File: src/rtl/twos_to_signmag_seq.sv
// ---------------------------------------------------------------------------
// twos_to_signmag_seq: chunked two's-complement to sign-magnitude converter
// Rev 1.0
// ---------------------------------------------------------------------------
`timescale 1ns/1ps
`default_nettype none

module twos_to_signmag_seq #(
  parameter int WIDTH = 49,
  parameter int CHUNK = 8
) (
  input  logic             clk,
  input  logic             rst,
  input  logic             in_valid,
  output logic             in_ready,
  input  logic [WIDTH-1:0] in_data,
  output logic             out_valid,
  input  logic             out_ready,
  output logic             out_sign,
  output logic [WIDTH-1:0] out_mag,
  output logic             out_zero,
  output logic             out_minneg
);

  localparam int NCHUNK = (WIDTH + CHUNK - 1) / CHUNK;
  localparam int PW     = NCHUNK * CHUNK;
  localparam int IDXW   = (NCHUNK > 1) ? $clog2(NCHUNK) : 1;
  localparam logic [IDXW-1:0]  LAST_IDX = IDXW'(NCHUNK - 1);
  localparam logic [WIDTH-1:0] MINNEG   = {1'b1, {(WIDTH-1){1'b0}}};

  typedef enum logic [1:0] {
    S_IDLE = 2'd0,
    S_CONV = 2'd1,
    S_DONE = 2'd2
  } state_t;

  state_t          state_q, state_d;
  logic [PW-1:0]   work_q, work_d;
  logic [IDXW-1:0] idx_q, idx_d;
  logic            carry_q, carry_d;
  logic            sign_q, sign_d;
  logic            zero_q, zero_d;
  logic            minneg_q, minneg_d;

  logic [CHUNK-1:0] chunk_w;
  logic [CHUNK:0]   sum_w;
  logic [CHUNK-1:0] res_w;
  logic [PW-1:0]    rot_w;

  // The working word is padded to whole chunks and rotated right one chunk
  // per cycle, so the active chunk always sits at the bottom; after NCHUNK
  // rotations every chunk is back in its original position.
  assign chunk_w = work_q[CHUNK-1:0];
  assign sum_w   = {1'b0, ~chunk_w} + {{CHUNK{1'b0}}, carry_q};
  assign res_w   = sign_q ? sum_w[CHUNK-1:0] : chunk_w;

  generate
    if (NCHUNK == 1) begin : g_rot_single
      assign rot_w = res_w;
    end else begin : g_rot_multi
      assign rot_w = {res_w, work_q[PW-1:CHUNK]};
    end
  endgenerate

  always_comb begin
    state_d  = state_q;
    work_d   = work_q;
    idx_d    = idx_q;
    carry_d  = carry_q;
    sign_d   = sign_q;
    zero_d   = zero_q;
    minneg_d = minneg_q;
    case (state_q)
      S_IDLE: begin
        if (in_valid) begin
          state_d  = S_CONV;
          work_d   = PW'(in_data);
          sign_d   = in_data[WIDTH-1];
          idx_d    = '0;
          carry_d  = 1'b1;
          zero_d   = (in_data == '0);
          minneg_d = (in_data == MINNEG);
        end
      end
      S_CONV: begin
        work_d  = rot_w;
        carry_d = sign_q ? sum_w[CHUNK] : carry_q;
        if (idx_q == LAST_IDX) begin
          idx_d   = '0;
          state_d = S_DONE;
        end else begin
          idx_d = idx_q + IDXW'(1);
        end
      end
      S_DONE: begin
        if (out_ready) state_d = S_IDLE;
      end
      default: state_d = S_IDLE;
    endcase
  end

  always_ff @(posedge clk) begin
    if (rst) begin
      state_q  <= S_IDLE;
      work_q   <= '0;
      idx_q    <= '0;
      carry_q  <= 1'b0;
      sign_q   <= 1'b0;
      zero_q   <= 1'b0;
      minneg_q <= 1'b0;
    end else begin
      state_q  <= state_d;
      work_q   <= work_d;
      idx_q    <= idx_d;
      carry_q  <= carry_d;
      sign_q   <= sign_d;
      zero_q   <= zero_d;
      minneg_q <= minneg_d;
    end
  end

  assign in_ready   = (state_q == S_IDLE);
  assign out_valid  = (state_q == S_DONE);
  assign out_sign   = sign_q;
  assign out_mag    = work_q[WIDTH-1:0];
  assign out_zero   = zero_q;
  assign out_minneg = minneg_q;

endmodule

`default_nettype wire

File: config.mk
export PLATFORM = sky130hd
export DESIGN_NAME = twos_to_signmag_seq
export DESIGN_NICKNAME = d
export VERILOG_FILES = /design/src/rtl/twos_to_signmag_seq.sv
export SDC_FILE = /design/constraint.sdc
export NUM_CORES = 1
export LEC_CHECK = 0
export BUFFER_PORTS_ARGS = -buffer_cell sky130_fd_sc_hd__buf_2
export CELL_PAD_IN_SITES_DETAIL_PLACEMENT = 1
export CELL_PAD_IN_SITES_GLOBAL_PLACEMENT = 2
export CORE_MARGIN = 2
export CORE_UTILIZATION = 28
export CTS_CLUSTER_DIAMETER = 120
export CTS_CLUSTER_SIZE = 40
export DETAILED_ROUTE_END_ITERATION = 7
export PLACE_DENSITY = 0.84
export RECOVER_POWER = 100
export SLEW_MARGIN = 30
export SYNTH_ARGS = -nofsm -noshare
export SYNTH_HDL_FRONTEND = slang
export SYNTH_SLANG_ARGS = --single-unit
File: constraint.sdc
create_clock -name clk -period 2.3 [get_ports clk]
set_input_delay 0.115 -clock clk [delete_from_list [all_inputs] [get_ports clk]]
set_output_delay 0.115 -clock clk [all_outputs]
set_load 0.05 [all_outputs]
### Word-level counts from Yosys, hierarchy flattened

Cells that the tools add are included.
W data, S select, Z words.

| storage, ports and cells | value |
|---|---|
| register bits after elaboration | 65 |
| bits of input ports | 53 |
| output and inout port bits | 54 |
| logic and storage cells | 38 |

| cells by class | value |
|---|---|
| add/subtract/negate cells | 2 |
| equal/unequal tests | 8 |
| mux-type cells | 13 |
| bitwise operators | 1 |
| reduce and logical (&&, ||, !) cells | 7 |

Operator list:

| cell | count |
|---|---|
| $pmux W56 S2 | 1 |
| $mux W56 | 1 |
| $eq A49 B49 Y1 const B | 1 |
| $logic_not A49 Y1 | 1 |
| $add A8 B1 Y9 | 1 |
| $mux W8 | 1 |
| $not A8 Y8 | 1 |
| $mux W2 | 3 |
| $mux W3 | 2 |
| $ne A2 B2 Y1 const B | 3 |
| $pmux W2 S3 | 1 |
| $pmux W3 S2 | 1 |
| $reduce_and A3 Y1 | 2 |
| $reduce_and A2 Y1 | 2 |
| $add A3 B1 Y3 const B | 1 |
| $eq A3 B3 Y1 const B | 1 |
| $eq A2 B1 Y1 const B | 1 |
| $eq A2 B2 Y1 const B | 1 |
| $logic_not A2 Y1 | 1 |
| $mux W1 | 2 |
| $ne A2 B1 Y1 const B | 1 |
| $pmux W1 S2 | 1 |
| $reduce_bool A2 Y1 | 1 |

### Logic depth before layout (Yosys ltp)

Gate-level depths: netlist of run 1.

| depth | value |
|---|---|
| depth after elaboration | 4 |
| depth in mapped cells | 7 |
| mapped depth without buffers | 7 |

### Worst setup path after synthesis of run 1

OpenSTA, ideal clock, no wires.

| path | value |
|---|---|
| path kind | reg2reg |
| start point | register state_q[1] |
| end point | register work_q[51] |
| data arrival time | 1815 ps |
| required time | 2162 ps |
| path slack | 347 ps |
| cell stages (with the launch flop) | 6 |
| period minus slack after synthesis | 1953 ps |
| cells stage by stage | dfxtp_1 > nor2_1 > nand2_1 > clkbuf_1 > a21oi_1 > a211oi_1 |

| between the ends | value |
|---|---|
| word-level cells in the longest chain between the ends | 3 |
| elaborated cells on any way between the ends | 6 |

RTL lines:

| what | RTL line | RTL |
|---|---|---|
| from (decl) | 37 | `state_t state_q, state_d;` |
| from (signal assigned) | 112 | `state_q <= state_d;` |
| $logic_not A2 Y1 * | -- |  |
| named net in_ready | 15 | `output logic in_ready,` |
| $ne A2 B2 Y1 (no line) / $reduce_bool A2 Y1 (equally long branches) | -- |  |
| $reduce_and A2 Y1 (no line) | -- |  |
| to (signal assigned) | 113 | `work_q <= work_d;` |
| to (decl) | 38 | `logic [PW-1:0] work_q, work_d;` |

Mark *: on every way through the listed nets, which the timed path passes. The rest lies on a longest branch.
A chain may end at the register's enable or synchronous reset.

### Worst setup path in the final report of run 1

| path | value |
|---|---|
| start point | register state_q[1] |
| end point | register work_q[37] |

| between the ends | value |
|---|---|
| word-level cells in the longest chain between the ends | 3 |
| elaborated cells on any way between the ends | 6 |

RTL lines:

| what | RTL line | RTL |
|---|---|---|
| $eq A2 B1 Y1 / $logic_not A2 Y1 (equally long branches) | 73 | `case (state_q)` |
| $reduce_bool A2 Y1 (no line) / $ne A2 B2 Y1 (equally long branches) | -- |  |
| $reduce_and A2 Y1 (no line) | -- |  |

Several ways; a longest one is shown, not always the timed one.

==> run_results.csv, run 1 <==
group,metric,value,unit
run,max-cap-violations,0,
global_route,grt_util_all_layers,0.178,
drt,detailroute.via_count,3210,
floorplanning,starting_density_of_the_core,0.284,
power,p_seq_frac,0.369,
timing,setup_viol_count_final,0,
floorplanning,die_w,114,µm
clock_network,cts_resized,0,
timing,setup-tns-final,0,ns
floorplanning,core,11900,µm²
clock_network,post_cts_hold_buffer_count,0,
global_route,largest_net_degree_at_the_start_of_global_routing,56,
synthesis,postSynthRegisterBits,65,
power,power.static_leakage,0.00149,µW
finish,antennaDiodeCount,0,
synthesis,ys.flop_type,"sky130_fd_sc_hd__dfxtp_1",
worst_setup_path,worstPathRequired,2.53,ns
drt,routed_wire_length_per_instance,18.1,µm
drt,first_pass_iters,4,
floorplanning,dieArea,12900,µm²
timing,final.setup_skew,0.00649,ns
power,power_frac_clock,0.331,
finish,postLayoutCoreUtil,0.327,
timing,period_needed,1.88,ns
worst_setup_path,path_class,"reg -> reg",
power,power_density,993,nW/µm²
power,irDropWorstVdd,0.319,mV
power,share_of_power_burned_in_combinational_logic,0.300,
synthesis,synthArstFlopShare,0,
clock_network,cts.sink_count,65,
clock_network,tritoncts,"built",
global_route,antenna_found_initial,0,
status,run_status,"finished clean",
placement,numPlacedInstances,615,
floorplanning,row_count,40,
clock_network,root_buffer,"sky130_fd_sc_hd__clkbuf_16",
drt,final_wirelength,11.4,mm
global_route,grt_pass1_wl,17.7,mm
timing,hold_viol,0,
clock_network,clock_latency_on_the_worst_skew_pair,0.33,ns
global_route,grt_pass1_vias,3204,
finish,final_nets,534,
floorplanning,die-height,114,µm
timing,worst-slew-pin-transition,0.732,ns
placement,gp_congestion,0.804,
synthesis,syn_nets,491,
worst_setup_path,cp_max_fo,35,
placement,hpwlAfterDp,8.35,mm
clock_network,cts_htree_levels,3,
finish,n_fill_cell,1497,
synthesis,yosysMostFrequentCell,"sky130_fd_sc_hd__nand2_1",
synthesis,synth_enable_flop_cells,0,
clock_network,cts_setup_buffers,0,
global_route,globalRoute.totalOverflow,0,
drt,drtAntennaViolNets,0,
finish,area.sequential,1300,µm²
worst_setup_path,sort_of_element_at_the_end_of_the_critical_path,"flop",
timing,fmax,533,MHz
finish,layout-area-overhead-vs-synth,15.2,%
drt,detail_route.vias_per_cell,5.09,
clock_network,worst_setup_hold_path_clk_slew,0.06,ns
clock_network,cts_buffer_depth,2,
synthesis,synth_top_area_cell,"sky130_fd_sc_hd__dfxtp_1",
timing,finalCritPeriodShare,0.816,
synthesis,synthTopCellsByCount,"105 x sky130_fd_sc_hd__nand2_1, 65 x sky130_fd_sc_hd__dfxtp_1, 59 x sky130_fd_sc_hd__nor2_1",
finish,post_route_cells_drive_above_1_share,0.155,
power,p_switching,1520,µW
worst_setup_path,arrival,2.11,ns
clock_network,numCtsBuffers,9,
synthesis,yosysTopAreaCellShare,0.386,
synthesis,ys.warnings.count,0,
drt,detail_route.iter0.violations,259,
floorplanning,io-pin-count,107,
synthesis,synth_cell_types,34,
finish,multiInputGateArea,1550,µm²
finish,final-instance-count-excl-fill,631,
timing,grt_setup_unrepaired,"no",
synthesis,netlist_area,3370,µm²
timing,final-max-slew-violation-count,0,
synthesis,ys_seq_area_frac,0.386,
drt,drt_drc_violations_left,0,
min_path,hold_path.class,"in -> reg",
placement,port_buffers,106,
synthesis,ys_top_cells_by_area,"sky130_fd_sc_hd__dfxtp_1 39%, sky130_fd_sc_hd__a311oi_1 12%, sky130_fd_sc_hd__nand2_1 12%, sky130_fd_sc_hd__buf_4 11%, sky130_fd_sc_hd__nor2_1 6.6%",
worst_setup_path,setup.worst_path.start_class,"flop",
finish,area_of_all_placed_cells_without_fillers,3880,µm²
synthesis,synthesis.instances,436,
power,p_int,2330,µW
timing,timing.slew.headroom,0.512,
power,power.switching_fraction,0.394,
synthesis,syn-mean-instance-area,7.73,µm²
placement,detailed_place.area,3690,µm²
-- placed cells by master (no fill, tap or decap), types with 2 or more instances in the layout --
master	n
sky130_fd_sc_hd__a31oi_1	3
sky130_fd_sc_hd__o21ai_0	4
sky130_fd_sc_hd__buf_4	5
sky130_fd_sc_hd__a311oi_1	49
sky130_fd_sc_hd__inv_1	4
sky130_fd_sc_hd__nand4_1	3
sky130_fd_sc_hd__nor4_1	13
sky130_fd_sc_hd__nor3_1	5
sky130_fd_sc_hd__a211oi_1	2
sky130_fd_sc_hd__or4_1	3
sky130_fd_sc_hd__ha_1	2
sky130_fd_sc_hd__o31ai_1	4
sky130_fd_sc_hd__dfxtp_1	65
sky130_fd_sc_hd__buf_12	3
sky130_fd_sc_hd__a22o_1	2
sky130_fd_sc_hd__nand2b_1	2
sky130_fd_sc_hd__a21oi_1	6
sky130_fd_sc_hd__clkbuf_1	57
sky130_fd_sc_hd__nor2_1	59
sky130_fd_sc_hd__clkbuf_16	9
sky130_fd_sc_hd__buf_2	52
sky130_fd_sc_hd__nor2b_1	3
sky130_fd_sc_hd__clkbuf_8	2
sky130_fd_sc_hd__nand4b_1	6
sky130_fd_sc_hd__xor2_1	2
sky130_fd_sc_hd__nand2_1	105
sky130_fd_sc_hd__nand3_1	3
-- critical path, cell delays in order, from the launching register on --
cell and delay [ns]:
sky130_fd_sc_hd__dfxtp_1 0.38, sky130_fd_sc_hd__nand2b_2 0.62, sky130_fd_sc_hd__buf_4 0.41, sky130_fd_sc_hd__nor2_1 0.09, sky130_fd_sc_hd__a311oi_1 0.26
-- through the flow --
step | hold slack (ns) | worst slack, ns | total power (µW)
after floorplan | 0.240 | 0.347 | 2430
after global placement | 0.391 | 0.594 | 2620
after detailed placement | 0.403 | 0.459 | 2640
after CTS | 0.0479 | 0.434 | 3930
after global routing | 0.0729 | 0.246 | 4040
final | 0.0610 | 0.423 | 3850
-- power groups by stage --
stage	clock network [µW]	registers [µW]	logic (µW)
floorplan	0	1380	1040
global placement	0	1430	1180
detailed placement	0	1440	1200
CTS	1310	1420	1210
global route	1350	1440	1250
finish	1280	1420	1160
-- sequential cells by signal, summed over array words and instances, names as in the netlist --
name / flops
work_q: 56
idx_q: 3
state_q: 2
carry_q: 1
out_minneg: 1
out_sign: 1
out_zero: 1
-- worst paths after layout --
kind	from	end	slack [ns]	cells after the start
worst max-delay path	state_q[1]	work_q[37]	0.42	4
worst min-delay path	in_data[13]	work_q[13]	0.06	3
worst max register to register	state_q[1]	work_q[37]	0.42	4
worst min register to register	work_q[50]	work_q[50]	0.49	2
-- kinds of logic (layout without fill, tap and decap cells) --
group	Yosys count	count (layout)	share of synthesized area
compound gates	70	70	0.168
simple gates	209	209	0.273
buf+inv	86	134	0.154
fa+ha+maj	2	2	0.00743
mux	1	1	0.00297
xor+xnor	3	3	0.00780
flops	65	65	0.386
-- routing by layer --
layer	vias to the layer above	global-route usage	routed length (µm)
li1	1574	-	-
met2	69	0.299	5670
met5	-	0	0
met3	13	0.0414	576
met1	1554	0.226	4980
met4	0	0.0602	176
-- cell type report --
type                            instances  share of cell area
Multi-Input combinational cell        285               0.398
Sequential cell                        65               0.335
Timing Repair Buffer                  114               0.144
Clock buffer                           14              0.0680
Tap cell                              147              0.0474
Inverter                                4             0.00387
Clock inverter                          2             0.00322
(Power assumes the default switching activity.)
==> run 2, diff against run 1 <==
ABC_AREA = 1   (was default)
PLACE_DENSITY = 0.85   (was 0.84)
clock period = 1.8 ns   (was 2.3 ns; I/O delays follow)
==> run 2 against run 1 <==
  * Flip-flop and latch count unchanged
  * Clock skew about the same
  * Register-to-register slack worse by 0.27 ns
  * Global-route usage down 1.3 points
  * Largest power group unchanged
==> run_results.csv, run 2 <==
group,metric,value,unit
power,p_seq_frac,0.354,
timing,grt_setup_unrepaired,"no",
floorplanning,die_w,117,µm
clock_network,cts_setup_buffers,0,
synthesis,synthTopCellsByCount,"123 x sky130_fd_sc_hd__nand2_1, 65 x sky130_fd_sc_hd__dfxtp_1, 50 x sky130_fd_sc_hd__buf_4",
drt,detailroute.via_count,3408,
synthesis,synthArstFlopShare,0,
finish,layout.cells.most_common,"sky130_fd_sc_hd__nand2_1",
synthesis,syn-mean-instance-area,7.07,µm²
drt,drtAntennaViolNets,0,
finish,layout-area-overhead-vs-synth,12.8,%
clock_network,worst_setup_hold_path_clk_slew,0.06,ns
finish,mostFrequentLayoutCells,"123 x sky130_fd_sc_hd__nand2_1, 65 x sky130_fd_sc_hd__dfxtp_1, 54 x sky130_fd_sc_hd__clkbuf_1",
timing,worst-slew-pin-transition,0.627,ns
worst_setup_path,worstPathRequired,2.07,ns
drt,routed_wire_length_per_instance,15.4,µm
power,power_frac_clock,0.309,
power,power.switching_fraction,0.430,
floorplanning,die-height,117,µm
floorplanning,starting_density_of_the_core,0.286,
power,p_switching,2230,µW
floorplanning,io-pin-count,107,
synthesis,synthesis.instances,508,
drt,detail_route.iter0.violations,143,
synthesis,synth_top_area_cell,"sky130_fd_sc_hd__dfxtp_1",
status,run_status,"finished clean",
placement,pre_cts_ws,0.266,ns
global_route,globalRoute.totalOverflow,0,
power,power_density,1280,nW/µm²
timing,final.setup_skew,0.00650,ns
timing,setup_viol_count_final,0,
timing,timing.slew.headroom,0.584,
drt,detail_route.vias_per_cell,4.67,
drt,drt_drc_violations_left,0,
synthesis,ys_seq_area_frac,0.362,
finish,antennaDiodeCount,0,
placement,gp_congestion,0.813,
global_route,largest_net_degree_at_the_start_of_global_routing,59,
worst_setup_path,setup.worst_path.start_class,"flop",
finish,flip_flop_count_of_the_largest_register_all_copies_and_words_added,56,
timing,setup-tns-final,0,ns
timing,hold_viol,0,
timing,finalCritPeriodShare,0.916,
synthesis,syn_nets,563,
synthesis,ys.warnings.count,0,
clock_network,numCtsBuffers,9,
clock_network,cts.sink_count,65,
synthesis,postSynthRegisterBits,65,
power,share_of_power_burned_in_combinational_logic,0.336,
synthesis,synth_enable_flop_cells,0,
synthesis,yosysMostFrequentCell,"sky130_fd_sc_hd__nand2_1",
synthesis,netlist_area,3590,µm²
clock_network,root_buffer,"sky130_fd_sc_hd__clkbuf_16",
run,max-cap-violations,0,
clock_network,clock_latency_on_the_worst_skew_pair,0.33,ns
finish,area_of_all_placed_cells_without_fillers,4050,µm²
floorplanning,core,12600,µm²
floorplanning,row_count,41,
floorplanning,dieArea,13800,µm²
timing,hold_ws,0.0306,ns
global_route,grt_util_all_layers,0.165,
clock_network,tritoncts,"built",
synthesis,synth_cell_types,24,
power,irDropWorstVdd,0.381,mV
timing,timing.final.ws_setup,0.150,ns
worst_setup_path,path_class,"reg -> reg",
worst_setup_path,cp_max_fo,24,
clock_network,post_cts_hold_buffer_count,0,
power,report.power.total,5190,µW
timing,final-max-slew-violation-count,0,
timing,period_needed,1.65,ns
synthesis,ys.flop_type,"sky130_fd_sc_hd__dfxtp_1",
power,power.static_leakage,0.00159,µW
global_route,grt_pass1_vias,3349,
placement,detailed_place.area,3860,µm²
power,p_int,2960,µW
clock_network,cts_buffer_depth,2,
synthesis,yosysTopAreaCellShare,0.362,
finish,top_register,"work_q",
worst_setup_path,sort_of_element_at_the_end_of_the_critical_path,"flop",
worst_setup_path,arrival,1.92,ns
worst_setup_path,reg2reg_setup_slack,0.15,ns
placement,port_buffers,106,
synthesis,ys_top_cells_by_area,"sky130_fd_sc_hd__dfxtp_1 36%, sky130_fd_sc_hd__nand2_1 13%, sky130_fd_sc_hd__buf_4 10%, sky130_fd_sc_hd__o21ai_1 5.8%, sky130_fd_sc_hd__a31oi_1 5.2%",
placement,hpwlAfterDp,8.45,mm
global_route,antenna_found_initial,0,
drt,first_pass_iters,4,
clock_network,cts_htree_levels,3,
finish,biggestRegsByFlops,"work_q (56), idx_q (3), state_q (2)",
timing,fmax,606,MHz
drt,final_wirelength,11.2,mm
finish,final_nets,608,
min_path,hold_path.class,"in -> reg",
finish,post_route_cells_drive_above_1_share,0.177,
clock_network,cts_resized,0,
global_route,grt_pass1_wl,17.4,mm
==> run 2: through the flow <==
step | util | std cells
after global placement | 0.307 | 714
after floorplan | - | 508
after detailed placement | 0.307 | 714
after CTS | 0.329 | 730
after global routing | 0.322 | 730
final | 0.322 | 730
==> run 2: critical path: stages, from the launching register on <==
cell and delay, ns:
sky130_fd_sc_hd__dfxtp_1 0.37, sky130_fd_sc_hd__inv_1 0.10, sky130_fd_sc_hd__nand2_4 0.14, sky130_fd_sc_hd__clkbuf_2 0.46
sky130_fd_sc_hd__nand2_1 0.15, sky130_fd_sc_hd__o21ai_1 0.13, sky130_fd_sc_hd__o21ai_1 0.09, sky130_fd_sc_hd__a21oi_2 0.13
==> run 2: worst paths after layout <==
| path | startpoint | to | cells after the start |
|---|---|---|---|
| worst min register to register | out_minneg | out_minneg | 2 |
| worst min-delay path | out_ready | state_q[1] | 4 |
| worst max-delay path | state_q[1] | work_q[40] | 7 |
| worst max register to register | state_q[1] | work_q[40] | 7 |
==> run 2: area by class of cell <==
type,count,area (µm²)
flip-flops and latches,65,1300
repair buffers,112,522
inverters,37,139
clock buffers,9,225
fillers,1617,8520
multi-input cells,328,1600
clock inverters,7,47.5
well taps,172,215
==> run 2: cells by family (layout without fill, tap and decap cells) <==
group	Yosys count	after routing	share of synthesized area
buf+inv	115	165	0.192
compound gates	148	148	0.240
fa+ha+maj	2	2	0.00696
simple gates	178	178	0.200
flops	65	65	0.362
==> run 2: layer usage <==
layer  part of all wire  global-route usage  up-vias
met3              0.045              0.0288       15
met4              0.018              0.0643        0
met2               0.46               0.262       80
met1               0.48               0.224     1607
met5                  0                   0        -
li1                   -                   -     1706
==> run 2: power groups by stage <==
stage	Clock, µW	Sequential [µW]	Combinational, µW
after floorplan	0	1790	1690
after global placement	0	1870	1800
after detailed placement	0	1870	1830
after CTS	1650	1840	1840
after global routing	1720	1870	1910
final	1610	1840	1750
==> run 3, diff against run 2 <==
CORE_MARGIN = 3   (was 2)
MAX_ROUTING_LAYER = met4   (was default)
SLEW_MARGIN = 20   (was 30)
==> run 3 against run 2 <==
  * Combinational power is essentially flat
  * Register-to-register slack better by 0.06 ns
  * Wire length up 1.3%
  * Worst setup slack better by 0.057 ns
  * Via count grew 0.26%
  * Die area rose by 3.4%
  * Clock power increased by 17%
  * Largest power group is now the clock network
  * Clock skew up 0.0011 ns
==> run_results.csv, run 3 (synthesis gave the netlist of run 2 again) <==
group,metric,value,unit
global_route,grt_pass1_wl,18.7,mm
worst_setup_path,arrival,1.80,ns
worst_setup_path,cp_max_fo,48,
placement,port_buffers,106,
placement,pre_cts_ws,0.268,ns
finish,final_nets,608,
timing,final.setup_skew,0.00757,ns
timing,period_needed,1.59,ns
run,max-cap-violations,0,
floorplanning,row_count,40,
power,irDropWorstVdd,0.382,mV
floorplanning,dieArea,14200,µm²
timing,timing.final.ws_setup,0.208,ns
timing,hold_viol,0,
drt,final_wirelength,11.4,mm
power,power_frac_clock,0.343,
drt,first_pass_iters,4,
finish,layout.cells.most_common,"sky130_fd_sc_hd__nand2_1",
finish,layout-area-overhead-vs-synth,14.2,%
drt,detail_route.iter0.violations,203,
clock_network,cts_buffer_depth,2,
power,p_int,3270,µW
timing,fmax,628,MHz
timing,setup-tns-final,0,ns
global_route,grt_pass1_vias,3671,
worst_setup_path,path_class,"reg -> reg",
clock_network,numCtsBuffers,9,
status,run_status,"finished clean",
clock_network,tritoncts,"built",
floorplanning,core,12300,µm²
global_route,globalRoute.totalOverflow,0,
floorplanning,starting_density_of_the_core,0.293,
clock_network,cts_htree_levels,3,
drt,routed_wire_length_per_instance,15.6,µm
timing,setup_viol_count_final,0,
worst_setup_path,sort_of_element_at_the_end_of_the_critical_path,"flop",
worst_setup_path,setup.worst_path.start_class,"flop",
finish,top_register,"work_q",
timing,grt_setup_unrepaired,"no",
finish,postLayoutCoreUtil,0.335,
floorplanning,io-pin-count,107,
min_path,hold_path.class,"in -> reg",
drt,drt_drc_violations_left,0,
timing,timing.slew.headroom,0.576,
power,power.switching_fraction,0.405,
floorplanning,die-height,119,µm
power,power_density,1340,nW/µm²
finish,flip_flop_count_of_the_largest_register_all_copies_and_words_added,56,
power,p_seq_frac,0.335,
finish,mostFrequentLayoutCells,"124 x sky130_fd_sc_hd__nand2_1, 65 x sky130_fd_sc_hd__dfxtp_1, 55 x sky130_fd_sc_hd__clkbuf_1",
power,p_switching,2230,µW
placement,gp_congestion,0.777,
finish,antennaDiodeCount,0,
clock_network,clock_latency_on_the_worst_skew_pair,0.33,ns
clock_network,worst_setup_hold_path_clk_slew,0.06,ns
timing,worst-slew-pin-transition,0.638,ns
drt,drtAntennaViolNets,0,
worst_setup_path,worstPathRequired,2.01,ns
timing,final-max-slew-violation-count,0,
clock_network,cts_setup_buffers,0,
global_route,largest_net_degree_at_the_start_of_global_routing,61,
drt,detail_route.vias_per_cell,4.71,
drt,detailroute.via_count,3417,
power,power.static_leakage,0.00163,µW
finish,n_fill_cell,1591,
global_route,grt_util_all_layers,0.166,
finish,post_route_cells_drive_above_1_share,0.172,
clock_network,root_buffer,"sky130_fd_sc_hd__clkbuf_16",
placement,hpwlAfterDp,8.60,mm
clock_network,cts.sink_count,65,
clock_network,cts_resized,0,
floorplanning,die_w,119,µm
timing,finalCritPeriodShare,0.885,
clock_network,post_cts_hold_buffer_count,0,
finish,biggestRegsByFlops,"work_q (56), idx_q (3), state_q (2)",
global_route,antenna_found_initial,0,
power,share_of_power_burned_in_combinational_logic,0.322,
==> run 3: critical path, stage by stage, from the launching register on <==
cell and delay, ns:
sky130_fd_sc_hd__dfxtp_1 0.35, sky130_fd_sc_hd__nor2_1 0.18, sky130_fd_sc_hd__nand2_1 0.24, sky130_fd_sc_hd__nand2_4 0.14, sky130_fd_sc_hd__inv_1 0.07, sky130_fd_sc_hd__buf_12 0.19
sky130_fd_sc_hd__o21ai_0 0.23, sky130_fd_sc_hd__a21oi_2 0.04
==> run 3: worst paths after layout <==
check                   from         end  slack [ns]  cells past startpoint
hold reg to reg   work_q[55]  work_q[55]        0.47                      2
setup reg to reg  state_q[0]  work_q[13]        0.21                      7
setup / recovery  state_q[0]  work_q[13]        0.21                      7
hold / removal     out_ready  state_q[1]        0.02                      4
==> run 3: final cells by class <==
cell class,instances,area (µm²),area share
timing repair buffer,112,546,0.133
inverter,37,139,0.0338
sequential,65,1300,0.317
clock inverter,6,91.3,0.0223
multi-input combinational,328,1590,0.387
clock buffer,10,229,0.0558
tap,168,210,0.0512
==> run 3: routing by layer <==
layer  vias up  track usage  routed length, µm
met2        87        0.278               5420
met4         0       0.0587                249
met1      1594        0.199               5200
met3        21       0.0347                487
met5         -            -                  0
li1       1715            -                  -
==> run 3: power by group through the flow <==
stage / combinational [µW] / clock [µW] / sequential, µW
detailed placement: 1850 / 0 / 1870
CTS: 1860 / 1940 / 1840
global placement: 1810 / 0 / 1870
finish: 1770 / 1890 / 1840
floorplan: 1690 / 0 / 1790
global route: 1930 / 2010 / 1870
==> run 3: metrics by stage <==
step           cell area, µm²  hold slack [ns]  instances  total power, µW
3_3_place_gp             3870            0.367        710             3680
5_1_grt                  4100           0.0331        726             5810
2_1_floorplan            3590            0.159        508             3480
4_1_cts                  4190          0.00422        726             5640
6_report                 4100           0.0153        726             5500
3_5_place_dp             3870            0.361        710             3720
